<file path="src/rtl/button_debouncer_if.sv">
// Button bundle between the pins and the debouncer: raw inputs in, clean levels out.
// btn_busy exists only when DEBOUNCE_BUSY_EN is defined.
interface button_debouncer_if #(
    parameter int NUM_BTN = 5
);
    logic [NUM_BTN-1:0] btn_raw;
    logic [NUM_BTN-1:0] btn_db;
`ifdef DEBOUNCE_BUSY_EN
    logic [NUM_BTN-1:0] btn_busy;
`endif

`ifdef DEBOUNCE_BUSY_EN
    modport master (output btn_raw, input btn_db, input btn_busy);
    modport slave  (input btn_raw, output btn_db, output btn_busy);
`else
    modport master (output btn_raw, input btn_db);
    modport slave  (input btn_raw, output btn_db);
`endif
endinterface

</file>
<file path="src/rtl/button_debouncer.sv">
// Per-button two-flop synchroniser plus STABLE/WAIT debounce FSM, NUM_BTN independent channels.
// Optional macro DEBOUNCE_BUSY_EN adds btn_busy (channel currently qualifying a new level).
module button_debouncer #(
    parameter int NUM_BTN       = 5,
    parameter int STABLE_CYCLES = 1000000
) (
    input  logic              clk,
    input  logic              rst_n,
    button_debouncer_if.slave bus
);
    localparam int CNT_W = $clog2(STABLE_CYCLES + 1);
    localparam logic [CNT_W-1:0] CNT_LAST = CNT_W'(STABLE_CYCLES - 1);
    localparam logic [CNT_W-1:0] CNT_ONE  = CNT_W'(1);

    typedef enum logic {
        STABLE = 1'b0,
        WAIT   = 1'b1
    } state_t;

    logic [NUM_BTN-1:0] db_vec;
`ifdef DEBOUNCE_BUSY_EN
    logic [NUM_BTN-1:0] busy_vec;
`endif

    genvar i;
    generate
        for (i = 0; i < NUM_BTN; i++) begin : g_ch
            logic             sync_p0;
            logic             sync_p1;
            state_t           state;
            state_t           state_nxt;
            logic [CNT_W-1:0] count;
            logic [CNT_W-1:0] count_nxt;
            logic             db;
            logic             db_nxt;

            always_ff @(posedge clk or negedge rst_n) begin
                if (!rst_n) begin
                    sync_p0 <= 1'b0;
                    sync_p1 <= 1'b0;
                    state   <= STABLE;
                    count   <= '0;
                    db      <= 1'b0;
                end else begin
                    sync_p0 <= bus.btn_raw[i];
                    sync_p1 <= sync_p0;
                    state   <= state_nxt;
                    count   <= count_nxt;
                    db      <= db_nxt;
                end
            end

            // Any sample that matches the accepted level aborts qualification.
            always_comb begin
                state_nxt = state;
                count_nxt = count;
                db_nxt    = db;
                case (state)
                    STABLE: begin
                        if (sync_p1 != db) begin
                            state_nxt = WAIT;
                            count_nxt = CNT_ONE;
                        end else begin
                            count_nxt = '0;
                        end
                    end
                    WAIT: begin
                        if (sync_p1 == db) begin
                            state_nxt = STABLE;
                            count_nxt = '0;
                        end else if (count == CNT_LAST) begin
                            state_nxt = STABLE;
                            count_nxt = '0;
                            db_nxt    = sync_p1;
                        end else begin
                            count_nxt = count + CNT_ONE;
                        end
                    end
                    default: begin
                        state_nxt = STABLE;
                        count_nxt = '0;
                    end
                endcase
            end

            assign db_vec[i] = db;
`ifdef DEBOUNCE_BUSY_EN
            assign busy_vec[i] = (state == WAIT);
`endif
        end
    endgenerate

    assign bus.btn_db = db_vec;
`ifdef DEBOUNCE_BUSY_EN
    assign bus.btn_busy = busy_vec;
`endif
endmodule

</file>
<file path="src/flat_wrapper.sv">
// flat-port wrapper written by rule: the top's interface ports become plain ports
module button_debouncer_flat 
#(
    parameter int NUM_BTN       = 5,
    parameter int STABLE_CYCLES = 1000000
)
  (clk, rst_n, bus_btn_raw, bus_btn_db);
  button_debouncer_if #(.NUM_BTN(NUM_BTN)) bus_i ();
  input  logic clk;
  input  logic rst_n;
  input wire logic [$bits(bus_i.btn_raw)-1:0] bus_btn_raw;
  output wire logic [$bits(bus_i.btn_db)-1:0] bus_btn_db;
  assign bus_i.btn_raw = bus_btn_raw;
  assign bus_btn_db = bus_i.btn_db;
  button_debouncer #(.NUM_BTN(NUM_BTN), .STABLE_CYCLES(STABLE_CYCLES)) u_core (.clk(clk), .rst_n(rst_n), .bus(bus_i));
endmodule
</file>
<file path="config.mk">
export PLATFORM = sky130hd
export DESIGN_NAME = button_debouncer_flat
export DESIGN_NICKNAME = d
export VERILOG_FILES = /design/src/rtl/button_debouncer_if.sv /design/src/rtl/button_debouncer.sv /design/src/flat_wrapper.sv
export SDC_FILE = /design/constraint.sdc
export NUM_CORES = 1
export LEC_CHECK = 0
export BUFFER_PORTS_ARGS = -buffer_cell sky130_fd_sc_hd__buf_2
export CORE_AREA = 4 4 78 152
export DETAILED_ROUTE_END_ITERATION = 16
export DIE_AREA = 0 0 82 156
export PLACE_DENSITY_LB_ADDON = 0.25
export SYNTH_ARGS = -nofsm -noshare
export SYNTH_HDL_FRONTEND = slang
export SYNTH_SLANG_ARGS = --single-unit
export TNS_END_PERCENT = 1
</file>
<file path="constraint.sdc">
create_clock -name clk -period 1.99 [get_ports clk]
set_clock_uncertainty 0.15 [all_clocks]
set_input_delay 0.0995 -clock clk [delete_from_list [all_inputs] [get_ports clk]]
set_output_delay 0.0995 -clock clk [all_outputs]
set_load 0.02 [all_outputs]
</file>
==> metrics <==
status finished with violations; failing checks negative setup slack; syn_area_per_cell slightly above 10 um^2; Switching Share 0.220; core area around 11000 um^2; Synth top area share 0.520; Max Cap Viol 0; DR WL/cell 15.2 um; Syn-to-layout area delta 23.1%; worst vdd ir 642 uV; hpwl dp 8640 um; Total Neg Setup Slack -1290 ps; post-route setup slack -155 ps; Final Critical Period between 2000 and 2500 ps; Clock Pin Slew Worst Setup and Hold Paths about 60 ps; Post-Synthesis Cells around 580; design area 7120 um^2; Num Clock Sinks 120; commonest non-fill, non-tap cell in the layout dfrtp_1; count of final setup violators 39; most frequent cells in the layout dfrtp_1 (118), nor2_1 (91), buf_4 (59); site row count 53; vias roughly 4500; Gate power share 0.035; top_reg_cell synth dfrtp_1; nets@finish around 670; GRT overflow 0; Critical Path RT roughly 2100 ps; Initial Utilization 0.545; residual DRC count 0; PwrDens around 800 nW/um^2; Die ar. approximately 13000 um^2; Final Hold Fails 0; crit-path max FO 2; TritonRoute pass-1 iters 4; crit end category flop; # port buffers 11; layout cell share with drive strength beyond 1 0.199; Slew Limit Fails 0; synthesis-stage register bit count 120; H-tree Lvls 4; area leader, netlist dfrtp_1; Tcrit/Tclk final 1.08; RSZ-0062 raised after global routing yes; fmax between 400 and 500 MHz; first-pass GRT wire length approximately 21000 um; largest cells by area after synthesis dfrtp_1 (52%), xnor2_1 (6.4%), nor2_1 (5.9%), xor2_1 (4.4%), nand4_1 (3.2%); clock power share 0.515; total length of routed wires ~12000 um; largest net degree at the start of global routing 39; sequential-to-total area share from yosys stat 0.520; Yosys cell types 44; final core occ 0.671; post-CTS setup repair buffer count 0; worst slew pin tran between 500 and 600 ps; Syn Nets roughly 590; DRT antenna net count 0; Internal around 4.3 mW; Post-Syn Area around 5800 um^2; EDFF count, synth 0; worst min-delay path category in -> async; Num CTS Buffers 17; Startpoint Class flop; initial antenna violation count 0; Initial DRC Count 120; Die Height roughly 160 um; CTS tree done; clk buf depth 2; kind of critical path reg -> reg; Top Ports 12; gr usage total 0.213; Worst slew margin 0.642; clock latency at the later pin of the worst-skew pair between 400 and 500 ps; vias in the first global route 4901; Arr. time, crit path 2280 ps; via density per instance 5.64; die width around 82 um; yosys warns 0; Net Switching between 1 and 1.5 mW; DP Area around 6500 um^2; antenna cells 0; routability congestion estimate roughly 0.90; Pleak 2.91 nW; asr flop ratio synth 1.00; Worst Reg-to-Reg Cells 4; Filler cells ~840; Flop pwr share 0.450; Clock Root Buffer clkbuf_16
worst max-delay path, stage by stage (launching register included):
cell     delay (ps)
dfrtp_1         380
or4_4           530
or4_4           470
nor3_4          150
mux2_1          330
logic make-up after synthesis:
family / synth area share
DFF: 0.520
muxes: 0.0115
AOI/OAI and AO/OA: 0.0621
and+or+nand+nor: 0.253
buffers and inverters: 0.0351
adders and majority gates: 0.0108
xor gates and xnor gates: 0.108
per-layer routing:
| layer | vias up | track usage | part of all wire |
|---|---|---|---|
| li1 | 2190 | - | - |
| met2 | 78 | 0.393 | 0.58 |
| met1 | 2246 | 0.228 | 0.38 |
| met5 | - | 0 | 0 |
| met4 | 0 | 0.0919 | 0.024 |
| met3 | 26 | 0.0416 | 0.024 |
what timing repair did:
| item | CTS | global route |
|---|---|---|
| gates resized for setup | 3 | 9 |
| hold buffers | 6 | 0 |
| hold endpoints to repair | 125 | 0 |
| setup endpoints to repair | 41 | 63 |
| pin swaps | 5 | 5 |
registers in the layout, indices dropped and copies added, names as in the netlist:
register and flops:
u_core.g_ch.sync_p0 5, u_core.g_ch.state 5, u_core.g_ch.sync_p1 5, u_core.g_ch.count 100
u_core.g_ch.db 5
synth_stat cells (3+ instances only):
cell and n:
a211oi_1 5, a21oi_1 23, and3_1 5, and4_1 11
buf_2 4, buf_4 7, clkbuf_1 7, dfrtp_1 120
ha_1 5, inv_1 22, mux2_2 4, nand2_1 32
nand3_1 27, nand4_1 30, nor2_1 91, nor3_1 12
nor4_1 15, nor4bb_1 3, o21ai_0 10, o31ai_1 12
or3_1 14, or4_1 17, xnor2_1 42, xor2_1 29
cell type report:
cell class,count,area [um^2],area share
clock buffers,20,457,0.0642
clock inverters,12,103,0.0144
inverters,22,82.6,0.0116
multi-input cells,412,2610,0.367
flip-flops and latches,120,3010,0.422
well taps,137,171,0.0241
repair buffers,82,684,0.0962
path summary, 6_finish.rpt:
path	from	slack, ps	endpoint
worst min-delay path	rst_n	60	u_core.g_ch[4].count[18]
max in group asynchronous	rst_n	1030	u_core.g_ch[3].count[3]
worst min register to register	u_core.g_ch[3].sync_p0	190	u_core.g_ch[3].sync_p1
worst max-delay path	u_core.g_ch[4].count[15]	-160	u_core.g_ch[4].db
worst max register to register	u_core.g_ch[4].count[15]	-160	u_core.g_ch[4].db
min in group clk	bus_btn_raw[2]	190	u_core.g_ch[2].sync_p0
power groups by stage:
stage               Sequential, mW  Combinational [mW]  Clock [mW]
floorplan                     2.53              0.0690           0
global placement              2.53               0.180           0
detailed placement            2.53               0.185           0
CTS                           2.49               0.197        2.90
global route                  2.49               0.217        3.02
finish                        2.49               0.191        2.85
per-stage QoR:
stage | total power, mW | instances | setup slack, ps | hold WS, ps
after global placement | 2.71 | 767 | -106 | -39.6
after floorplan | 2.60 | 575 | -142 | -346
after detailed placement | 2.72 | 767 | -127 | -36.6
final | 5.53 | 805 | -155 | 57.8
after CTS | 5.59 | 805 | -153 | 72.1
after global routing | 5.73 | 805 | -195 | 118
Power figures use the tool's default switching activity.
